### src/rtl/cpu_run_ctrl.sv
// -----------------------------------------------------------------------------
// cpu_run_ctrl
//   Byte-command run controller that sits between the UART byte streams and
//   the RISC-V core. Decodes single-byte commands (R/H/S/B/C/P/X), gates the
//   core clock enable, drives the core reset and returns one response byte
//   per command.
//
// Ports:
//   clk_i, rst_n_i          clock, asynchronous active-low reset
//   rx_data_i/valid/ready   command/operand byte stream (ready is registered)
//   tx_data_o/valid/ready   response byte stream (data/valid registered)
//   pc_i                    current core PC
//   cpu_clk_en_o            core clock enable (combinational outside STEP/CRST)
//   cpu_rst_o               active-high core reset
//   running_o               free-run flag
//   bp_hit_o                sticky breakpoint-hit status
// -----------------------------------------------------------------------------
module cpu_run_ctrl #(
  parameter int PC_W         = 8,
  parameter int RST_CYCLES   = 4,
  parameter int OPND_TIMEOUT = 65535
) (
  input  logic            clk_i,
  input  logic            rst_n_i,
  input  logic [7:0]      rx_data_i,
  input  logic            rx_valid_i,
  output logic            rx_ready_o,
  output logic [7:0]      tx_data_o,
  output logic            tx_valid_o,
  input  logic            tx_ready_i,
  input  logic [PC_W-1:0] pc_i,
  output logic            cpu_clk_en_o,
  output logic            cpu_rst_o,
  output logic            running_o,
  output logic            bp_hit_o
);

  localparam int TMO_W = (OPND_TIMEOUT < 2) ? 1 : $clog2(OPND_TIMEOUT + 1);
  localparam logic [TMO_W-1:0] TMO_LAST = TMO_W'(OPND_TIMEOUT - 1);

  localparam logic [7:0] ACK   = 8'h06;
  localparam logic [7:0] NAK   = 8'h15;
  localparam logic [7:0] OP_R  = 8'h52;
  localparam logic [7:0] OP_H  = 8'h48;
  localparam logic [7:0] OP_S  = 8'h53;
  localparam logic [7:0] OP_B  = 8'h42;
  localparam logic [7:0] OP_C  = 8'h43;
  localparam logic [7:0] OP_P  = 8'h50;
  localparam logic [7:0] OP_X  = 8'h58;

  typedef enum logic [2:0] {
    S_IDLE    = 3'd0,
    S_OPERAND = 3'd1,
    S_STEP    = 3'd2,
    S_CRST    = 3'd3,
    S_RESP    = 3'd4
  } state_t;

  state_t           r_state,    w_state_nxt;
  logic             r_rx_ready, w_rx_ready_nxt;
  logic [7:0]       r_tx_data,  w_tx_data_nxt;
  logic             r_tx_valid, w_tx_valid_nxt;
  logic             r_cpu_rst,  w_cpu_rst_nxt;
  logic             r_run,      w_run_nxt;
  logic             r_skip,     w_skip_nxt;
  logic             r_bp_en,    w_bp_en_nxt;
  logic [PC_W-1:0]  r_bp_addr,  w_bp_addr_nxt;
  logic             r_bp_hit,   w_bp_hit_nxt;
  logic             r_op_step,  w_op_step_nxt;   // 1: pending operand is N, 0: bp address
  logic [7:0]       r_cnt,      w_cnt_nxt;       // step count or reset-cycle count
  logic [TMO_W-1:0] r_tmo,      w_tmo_nxt;

  logic       w_accept;
  logic       w_match;
  logic       w_clk_en;
  logic       w_resp_go;
  logic [7:0] w_resp_byte;

  assign w_accept = rx_valid_i && r_rx_ready;
  // skip suppresses the match for one enabled cycle so a resume at the
  // breakpoint address executes that instruction
  assign w_match  = r_bp_en && r_run && !r_skip && (pc_i == r_bp_addr);

  // Core clock enable: counted in STEP, forced in CRST, free-run otherwise
  always_comb begin
    w_clk_en = 1'b0;
    case (r_state)
      S_STEP:  w_clk_en = (r_cnt != 8'd0);
      S_CRST:  w_clk_en = 1'b1;
      default: w_clk_en = r_run && !w_match;
    endcase
  end

  // Next-state and next-register computation
  always_comb begin
    w_state_nxt    = r_state;
    w_tx_data_nxt  = r_tx_data;
    w_tx_valid_nxt = r_tx_valid;
    w_cpu_rst_nxt  = r_cpu_rst;
    w_run_nxt      = r_run;
    w_skip_nxt     = r_skip;
    w_bp_en_nxt    = r_bp_en;
    w_bp_addr_nxt  = r_bp_addr;
    w_bp_hit_nxt   = r_bp_hit;
    w_op_step_nxt  = r_op_step;
    w_cnt_nxt      = r_cnt;
    w_tmo_nxt      = r_tmo;
    w_resp_go      = 1'b0;
    w_resp_byte    = 8'h00;

    if (w_clk_en) begin
      w_skip_nxt = 1'b0;
    end else begin
      w_skip_nxt = r_skip;
    end

    // Command handling below may override these (e.g. R resumes, C clears hit)
    if (w_match) begin
      w_run_nxt    = 1'b0;
      w_bp_hit_nxt = 1'b1;
    end else begin
      w_run_nxt    = r_run;
    end

    case (r_state)
      S_IDLE: begin
        if (w_accept) begin
          case (rx_data_i)
            OP_R: begin
              w_run_nxt   = 1'b1;
              w_skip_nxt  = 1'b1;
              w_resp_go   = 1'b1;
              w_resp_byte = ACK;
            end
            OP_H: begin
              w_run_nxt   = 1'b0;
              w_resp_go   = 1'b1;
              w_resp_byte = ACK;
            end
            OP_S: begin
              w_op_step_nxt = 1'b1;
              w_tmo_nxt     = '0;
              w_state_nxt   = S_OPERAND;
            end
            OP_B: begin
              w_op_step_nxt = 1'b0;
              w_tmo_nxt     = '0;
              w_state_nxt   = S_OPERAND;
            end
            OP_C: begin
              w_bp_en_nxt  = 1'b0;
              w_bp_hit_nxt = 1'b0;
              w_resp_go    = 1'b1;
              w_resp_byte  = ACK;
            end
            OP_P: begin
              w_resp_go   = 1'b1;
              w_resp_byte = pc_i[7:0];
            end
            OP_X: begin
              w_run_nxt     = 1'b0;
              w_cnt_nxt     = 8'(RST_CYCLES);
              w_cpu_rst_nxt = 1'b1;
              w_state_nxt   = S_CRST;
            end
            default: begin
              w_resp_go   = 1'b1;
              w_resp_byte = NAK;
            end
          endcase
        end else begin
          w_state_nxt = S_IDLE;
        end
      end

      S_OPERAND: begin
        if (w_accept) begin
          if (r_op_step) begin
            w_run_nxt = 1'b0;
            // N=0 answers straight away with the current PC
            if (rx_data_i == 8'd0) begin
              w_resp_go   = 1'b1;
              w_resp_byte = pc_i[7:0];
            end else begin
              w_cnt_nxt   = rx_data_i;
              w_state_nxt = S_STEP;
            end
          end else begin
            w_bp_addr_nxt = PC_W'(rx_data_i);
            w_bp_en_nxt   = 1'b1;
            w_bp_hit_nxt  = 1'b0;
            w_resp_go     = 1'b1;
            w_resp_byte   = ACK;
          end
        end else if (r_tmo == TMO_LAST) begin
          w_resp_go   = 1'b1;
          w_resp_byte = NAK;
        end else begin
          w_tmo_nxt = r_tmo + TMO_W'(1);
        end
      end

      // Trailing cycle with cnt==0 lets pc_i reflect the last step
      S_STEP: begin
        if (r_cnt == 8'd0) begin
          w_resp_go   = 1'b1;
          w_resp_byte = pc_i[7:0];
        end else begin
          w_cnt_nxt = r_cnt - 8'd1;
        end
      end

      S_CRST: begin
        if (r_cnt <= 8'd1) begin
          w_cpu_rst_nxt = 1'b0;
          w_resp_go     = 1'b1;
          w_resp_byte   = ACK;
        end else begin
          w_cnt_nxt = r_cnt - 8'd1;
        end
      end

      S_RESP: begin
        if (tx_ready_i) begin
          w_tx_valid_nxt = 1'b0;
          w_state_nxt    = S_IDLE;
        end else begin
          w_tx_valid_nxt = 1'b1;
        end
      end

      default: begin
        w_state_nxt = S_IDLE;
      end
    endcase

    if (w_resp_go) begin
      w_state_nxt    = S_RESP;
      w_tx_valid_nxt = 1'b1;
      w_tx_data_nxt  = w_resp_byte;
    end else begin
      w_tx_data_nxt  = w_tx_data_nxt;
    end

    // Ready drops for one cycle after every accepted byte
    w_rx_ready_nxt = ((w_state_nxt == S_IDLE) || (w_state_nxt == S_OPERAND)) && !w_accept;
  end

  // State and datapath registers
  always_ff @(posedge clk_i or negedge rst_n_i) begin
    if (!rst_n_i) begin
      r_state    <= S_IDLE;
      r_rx_ready <= 1'b0;
      r_tx_data  <= 8'h00;
      r_tx_valid <= 1'b0;
      r_cpu_rst  <= 1'b0;
      r_run      <= 1'b0;
      r_skip     <= 1'b0;
      r_bp_en    <= 1'b0;
      r_bp_addr  <= '0;
      r_bp_hit   <= 1'b0;
      r_op_step  <= 1'b0;
      r_cnt      <= 8'd0;
      r_tmo      <= '0;
    end else begin
      r_state    <= w_state_nxt;
      r_rx_ready <= w_rx_ready_nxt;
      r_tx_data  <= w_tx_data_nxt;
      r_tx_valid <= w_tx_valid_nxt;
      r_cpu_rst  <= w_cpu_rst_nxt;
      r_run      <= w_run_nxt;
      r_skip     <= w_skip_nxt;
      r_bp_en    <= w_bp_en_nxt;
      r_bp_addr  <= w_bp_addr_nxt;
      r_bp_hit   <= w_bp_hit_nxt;
      r_op_step  <= w_op_step_nxt;
      r_cnt      <= w_cnt_nxt;
      r_tmo      <= w_tmo_nxt;
    end
  end

  assign rx_ready_o   = r_rx_ready;
  assign tx_data_o    = r_tx_data;
  assign tx_valid_o   = r_tx_valid;
  assign cpu_clk_en_o = w_clk_en;
  assign cpu_rst_o    = r_cpu_rst;
  assign running_o    = r_run;
  assign bp_hit_o     = r_bp_hit;

endmodule

### config.mk
export PLATFORM = sky130hd
export DESIGN_NAME = cpu_run_ctrl
export DESIGN_NICKNAME = d
export VERILOG_FILES = /design/src/rtl/cpu_run_ctrl.sv
export SDC_FILE = /design/constraint.sdc
export NUM_CORES = 1
export LEC_CHECK = 0
export ABC_AREA = 1
export ABC_CLOCK_PERIOD_IN_PS = 2500
export CORE_MARGIN = 5
export CORE_UTILIZATION = 49
export DETAILED_ROUTE_END_ITERATION = 7
export PLACE_DENSITY = 0.68
export SYNTH_ARGS = -nofsm -noshare
export SYNTH_HDL_FRONTEND = slang
export SYNTH_SLANG_ARGS = --single-unit
### constraint.sdc
create_clock -name clk_i -period 2.5 [get_ports clk_i]
set_input_delay 0.375 -clock clk_i [delete_from_list [all_inputs] [get_ports clk_i]]
set_output_delay 0.375 -clock clk_i [all_outputs]
set_load 0.02 [all_outputs]
==> reports/results.tsv, run 1 <==
stage	metric	value	unit
outcome	status	complete, no violations	
placement	place_congestion	0.8976	
setup_path	cp.depth	9	
worst_hold_path	hold_path_class	in -> async	
logic_synthesis	netlist_instances	455	
setup_path	worst_setup_path_end_kind	output port	
grt	grt_pass1_wl	13250	um
timing	setup_viol	0	
layout	nets	521	
clock_network	numCtsBuffers	5	
setup_path	crit_type	in -> out	
placement	pre_cts_slack	-58.77	ps
setup_path	required	2120	ps
timing	timing.final.hold_violations	0	
setup_path	arrival	1900	ps
logic_synthesis	ys_seq_area_share	38.49	%
logic_synthesis	ys_top_cells_by_area	dfrtp_1 (38%), nand2_1 (14%), nand3_1 (5.7%)	
logic_synthesis	synth.most_common_cell	nand2_1	
layout	finish.utilization	57.60	%
clock_network	cts_setup_buffers	0	
drt	wl_per_cell	13.56	um
power_and_ir_drop	p_sw_share	41.17	%
setup_path	cpPeakStageDelay	480	ps
logic_synthesis	synth.net_count	480	
power_and_ir_drop	seq_power_share	36.5	%
clock_network	cts_tree	yes	
setup_path	crit_path_top_delay_cell	clkdlybuf4s50_1	
timing	fin_crit	2278	ps
timing	slew_viol_final	0	
power_and_ir_drop	internal_power	0.001867	W
logic_synthesis	async_flop_share	100.0	%
logic_synthesis	synth_top_area_share	38.49	%
clock_network	clk_path_buf_depth	2	
die	die-area	0.008512	sq mm
clock_network	htreeDepth	2	
grt	antenna_found_initial	0	
timing	worstMarginPinSlew	649.4	ps
timing	fmax	439.0	MHz
clock_network	clk-insertion-delay-late	310	ps
die	std_cell_rows	30	
setup_path	critPathMaxFanout	2	
setup_path	reg2regPathDepth	11	
drt	postRouteAntennaNets	0	
drt	viasPerCell	5.272	
setup_path	start_kind	primary input	
power_and_ir_drop	power.leakage	1.806	nW
logic_synthesis	synth_flop_cell	dfrtp_1	
layout	diodes	0	
placement	dp_hpwl	6060	um
drt	dr.pass1.iters	5	
power_and_ir_drop	total_power	0.003173	W
layout	syn2layout_area_growth	16.08	%
timing	maxSlewHeadroom	56.71	%
die	dieWidth	92.26	um
drt	wl	7824	um
power_and_ir_drop	combPwrFrac	44.1	%
power_and_ir_drop	peakVddDrop	0.3572	mV
clock_network	clk_pin_slew	100	ps
flow_run	drv_cap	0	
logic_synthesis	synth.distinct_cells	37	
timing	timing.final.ws_setup	222.1	ps
die	die_h	92.26	um
power_and_ir_drop	power_density	824.5	mW/mm^2
setup_path	crit_family	buffers and inverters	
logic_synthesis	synth.largest_area_cell	dfrtp_1	
clock_network	cts_root_buf	clkbuf_8	
placement	port_buffers	33	
grt	first_global_vias	2873	
clock_network	clock_sinks	51	
logic_synthesis	synth-seq-cells	51	
die	pin_count	34	
drt	vias	3042	
logic_synthesis	ys_warn_count	0	
timing	finalClockSkew	9.320	ps
die	start_util	49.63	%
grt	grt_max_degree	52	
layout	drive_gt1_share	14.89	%
timing	rsz0062_at_grt	false	
logic_synthesis	syn_avg_cell_area	7.287	sq um
power_and_ir_drop	p_switching	0.001307	W
drt	drt_iter0_markers	104	
setup_path	cp.buffers_inverters	3	
grt	grt_usage	19.24	%
logic_synthesis	netlist_top_cells_count	nand2_1 (127), dfrtp_1 (51), nor2_1 (46)	
drt	drc_errors	0	
setup_path	path_cells	clkdlybuf4s50_1 -> inv_1 -> or2_2 -> nand3_1 -> nor2_1 -> nand2_1 -> nand3_1 -> nand2_1 -> dlygate4sd2_1	
timing	tns	0	ps
die	coreArea	0.006681	sq mm
power_and_ir_drop	clkPwrFrac	19.4	%
grt	overflow	0	
timing	min_period_over_period	91.12	%
logic_synthesis	synth_area	0.003316	sq mm
logic_synthesis	synth-edff-count	0	
## logic make-up (layout without fill, tap and decap cells)
group	after synthesis	in the layout	synth area share, %
adders and majority gates	5	5	1.887
DFF	51	51	38.49
AOI/OAI and AO/OA	66	66	11.81
and+or+nand+nor	263	263	36.87
xor gates and xnor gates	10	10	2.641
buffers and inverters	60	102	8.302
## power by group through the flow
stage / clock network, W / registers, W / logic, W
2_1_floorplan: 0 / 0.00123 / 0.000951
3_3_place_gp: 0 / 0.00117 / 0.00140
3_5_place_dp: 0 / 0.00117 / 0.00141
4_1_cts: 0.000633 / 0.00116 / 0.00142
5_1_grt: 0.000665 / 0.00119 / 0.00157
6_report: 0.000615 / 0.00116 / 0.00140
## routing by layer
| metal | track usage, % | share of wire [%] | routed length (um) | vias to the layer above |
|---|---|---|---|---|
| met5 | 0 | 0 | 0 | - |
| met4 | 6.064 | 1.2 | 96 | 0 |
| met3 | 3.281 | 4.5 | 353 | 10 |
| met2 | 33.45 | 50 | 3897 | 66 |
| met1 | 24.28 | 44 | 3476 | 1415 |
| li1 | - | - | - | 1551 |
## cell usage in the layout (no fill, tap or decap), types with 3 or more instances in the layout
master / count
a21oi_1: 14
buf_4: 7
clkbuf_8: 6
clkdlybuf4s50_1: 31
dfrtp_1: 51
ha_1: 5
inv_1: 40
inv_2: 11
inv_4: 3
nand2_1: 127
nand2_2: 11
nand2_4: 3
nand3_1: 38
nand4_1: 7
nor2_1: 46
nor2_2: 7
nor3_1: 8
o21ai_0: 28
o21ai_1: 5
o21ai_2: 6
o22ai_1: 4
o31ai_1: 4
or2_2: 7
xnor2_1: 5
xor2_1: 5
## sequential cells by signal, indices dropped and copies added (netlist names)
register    count
r_tmo          16
r_bp_addr       8
r_cnt           8
tx_data_o       8
r_state         3
bp_hit_o        1
cpu_rst_o       1
r_bp_en         1
r_op_step       1
r_skip          1
running_o       1
rx_ready_o      1
tx_valid_o      1
## area by class of cell
class	count	area, sq um
fillers	644	2833
multi-input cells	344	1764
flip-flops and latches	51	1276
repair buffers	40	376.6
inverters	54	210.2
well taps	80	100.1
clock buffers	6	82.58
clock inverters	2	38.79
## per-stage QoR
step                      instance area (sq um)  hold slack, ps  cells
final                                      3849           177.0    577
after global routing                       3849           236.5    577
after CTS                                  3849           198.0    577
after detailed placement                   3729           457.7    569
after global placement                     3729           454.5    569
after floorplan                            3316           79.41    455
## repair_timing
item                       4_1_cts  5_1_grt
hold buffers                     0        0
resized for setup                1        0
setup endpoints to repair        1        0
## path summary, 6_finish.rpt
| kind | from | end | slack [ps] |
|---|---|---|---|
| worst max-delay path | pc_i[4] | cpu_clk_en_o | 220 |
| worst min-delay path | rst_n_i | r_tmo[14] | 180 |
| worst max register to register | r_cnt[0] | r_cnt[3] | 440 |
| worst min register to register | r_cnt[7] | r_cnt[7] | 480 |
| max in group asynchronous | rst_n_i | r_tmo[13] | 1900 |
| min in group clk_i | r_cnt[7] | r_cnt[7] | 480 |
Power figures use the tool's default switching activity.
==> inputs of run 2 (changes only) <==
--- a/config.mk
+++ b/config.mk
@@ -6,7 +6,7 @@
 export NUM_CORES = 1
 export LEC_CHECK = 0
 export ABC_AREA = 1
-export ABC_CLOCK_PERIOD_IN_PS = 2500
+export ABC_CLOCK_PERIOD_IN_PS = 2900
 export CORE_MARGIN = 5
 export CORE_UTILIZATION = 49
 export DETAILED_ROUTE_END_ITERATION = 7
==> constraint.sdc (replaced) <==
create_clock -name clk_i -period 2.9 [get_ports clk_i]
set_input_delay 0.435 -clock clk_i [delete_from_list [all_inputs] [get_ports clk_i]]
set_output_delay 0.435 -clock clk_i [all_outputs]
set_load 0.02 [all_outputs]
==> reports/results.tsv, run 2 (synthesis gave the netlist of run 1 again) <==
stage	metric	value	unit	change
outcome	status	complete, no violations		
grt	overflow	0		unchanged
placement	place_inst	563		-1.1%
clock_network	numCtsBuffers	5		unchanged
drt	wl	7908	um	+1.1%
clock_network	cts_tree	yes		
clock_network	cts_root_buf	clkbuf_8		
placement	dp_hpwl	6225	um	+2.7%
timing	fmax	370.1	MHz	
setup_path	start_kind	primary input		
timing	finalClockSkew	7.622	ps	-1.698 ps
placement	place_congestion	0.9488		+5.7%
clock_network	clk-insertion-delay-late	300	ps	about the same
timing	rsz0062_at_grt	false		
drt	vias	3022		-0.66%
placement	port_buffers	33		unchanged
timing	holdWs	72.26	ps	-104.7 ps
grt	first_global_vias	3009		+4.7%
timing	timing.final.hold_violations	0		unchanged
power_and_ir_drop	power_density	721.2	mW/mm^2	-13%
timing	maxSlewHeadroom	68.30	%	+12 points
clock_network	post_cts_resized	0		-1
drt	wl_met3	311	um	-12%
drt	postRouteAntennaNets	0		unchanged
layout	mostFrequentLayoutCells	nand2_1 (127), dfrtp_1 (51), nor2_1 (46)		
setup_path	critPathMaxFanout	3		+1
setup_path	required	2470	ps	+350 ps
grt	grt_pass1_wl	13840	um	+4.4%
layout	drive_gt1_share	13.85	%	-1.0 points
drt	met1_length	3555	um	+2.3%
drt	dr.pass1.iters	5		unchanged
drt	drc_errors	0		unchanged
grt	grt_usage	20.02	%	+0.78 points
die	coreArea	0.006681	sq mm	unchanged
clock_network	clk_path_buf_depth	2		unchanged
grt	grt_max_degree	32		-38%
timing	min_period_over_period	93.18	%	
layout	final-instance-count-excl-fill	571		-1.0%
die	dieWidth	92.26	um	unchanged
worst_hold_path	hold_path_class	in -> async		
die	pin_count	34		unchanged
drt	wl_met2	3961	um	+1.6%
power_and_ir_drop	power.leakage	1.772	nW	-1.9%
clock_network	clock_sinks	51		unchanged
timing	setup_viol	0		unchanged
layout	regArea	0.001276	sq mm	unchanged
layout	top_register	r_tmo		
clock_network	clk_pin_slew	100	ps	about the same
die	die_h	92.26	um	unchanged
layout	nets	515		-1.2%
timing	fin_crit	2702	ps	
power_and_ir_drop	peakVddDrop	0.3046	mV	-15%
flow_run	drv_cap	0		unchanged
die	die-area	0.008512	sq mm	unchanged
layout	syn2layout_area_growth	14.75	%	
setup_path	arrival	2270	ps	+370 ps
timing	slew_viol_final	0		unchanged
drt	viasPerCell	5.292		+0.39%
layout	final_common_cell	nand2_1		
layout	multi_input_area	0.001764	sq mm	unchanged
grt	antenna_found_initial	0		unchanged
timing	tns	0	ps	unchanged
drt	highest_layer	met4		
die	start_util	49.63	%	unchanged
drt	drt_iter0_markers	113		+8.7%
layout	fillCellCount	645		+0.16%
layout	largest_reg_flops	16		unchanged
die	std_cell_rows	30		unchanged
timing	worstMarginPinSlew	475.6	ps	-173.8 ps
drt	wl_per_cell	13.85	um	+2.1%
layout	diodes	0		unchanged
setup_path	worst_setup_path_end_kind	output port		
clock_network	ctsHoldBuffers	0		unchanged
clock_network	htreeDepth	2		unchanged
clock_network	cts_setup_buffers	0		unchanged
setup_path	crit_type	in -> out		
-- run 2: changes by cell type in the layout (fill, tap and decap cells not counted) --
cell / delta
dlygate4sd2_1: -1
buf_4: -6
clkdlybuf4s50_1: +1
-- run 2: critical path: stages --
cell             delay, ps
clkdlybuf4s50_1        480
inv_1                   70
or2_2                  270
nand3_1                 80
nor2_1                  60
nand2_1                100
nand3_1                 90
nand2_1                 80
clkdlybuf4s50_1        610
-- run 2: cell type report --
type | count | share of cell area (%)
inverters | 54 | 5.525
well taps | 80 | 2.631
multi-input cells | 344 | 46.37
clock buffers | 6 | 2.170
flip-flops and latches | 51 | 33.54
clock inverters | 2 | 1.019
repair buffers | 34 | 8.747
-- run 2: power breakdown --
group          internal, W  total, W  switching (W)
clock             0.000284  0.000532       0.000248
sequential        0.000869   0.00100       0.000131
combinational     0.000455   0.00121       0.000757
-- run 2: path summary, 6_finish.rpt --
| kind | endpoint | startpoint | cells after the start | slack (ps) |
|---|---|---|---|---|
| setup / recovery | cpu_clk_en_o | pc_i[4] | 9 | 200 |
| hold / removal | tx_data_o[0] | rst_n_i | 1 | 70 |
| setup reg to reg | r_cnt[7] | r_cnt[0] | 11 | 780 |
| hold reg to reg | r_cnt[7] | r_cnt[7] | 2 | 490 |
| max in group asynchronous | r_cnt[2] | rst_n_i | 2 | 2050 |
| min in group clk_i | r_cnt[7] | r_cnt[7] | 2 | 490 |
-- run 2: stage by stage --
step / power (W) / setup slack (ps) / area [sq um] / util [%]
after global routing: 0.002966 / 6.466 / 3805 / 56.95
after global placement: 0.002210 / 211.8 / 3684 / 55.13
final: 0.002744 / 197.7 / 3805 / 56.95
after CTS: 0.002774 / 186.6 / 3805 / 56.95
after detailed placement: 0.002231 / 197.7 / 3684 / 55.13
after floorplan: 0.001884 / 1186 / 3316 / -
-- run 2: per-layer routing --
metal | vias up | global-route usage (%)
li1 | 1540 | -
met1 | 1399 | 24.74
met2 | 75 | 36.56
met3 | 8 | 3.035
met4 | 0 | 4.579
met5 | - | 0
==> inputs of run 3 (changes only) <==
--- a/config.mk
+++ b/config.mk
@@ -9,6 +9,7 @@
 export ABC_CLOCK_PERIOD_IN_PS = 2900
 export CORE_MARGIN = 5
 export CORE_UTILIZATION = 49
+export CTS_CLUSTER_DIAMETER = 80
 export DETAILED_ROUTE_END_ITERATION = 7
 export PLACE_DENSITY = 0.68
 export SYNTH_ARGS = -nofsm -noshare
==> results of run 3 <==
The final DEF is identical to that of run 2; final timing and power are the same.
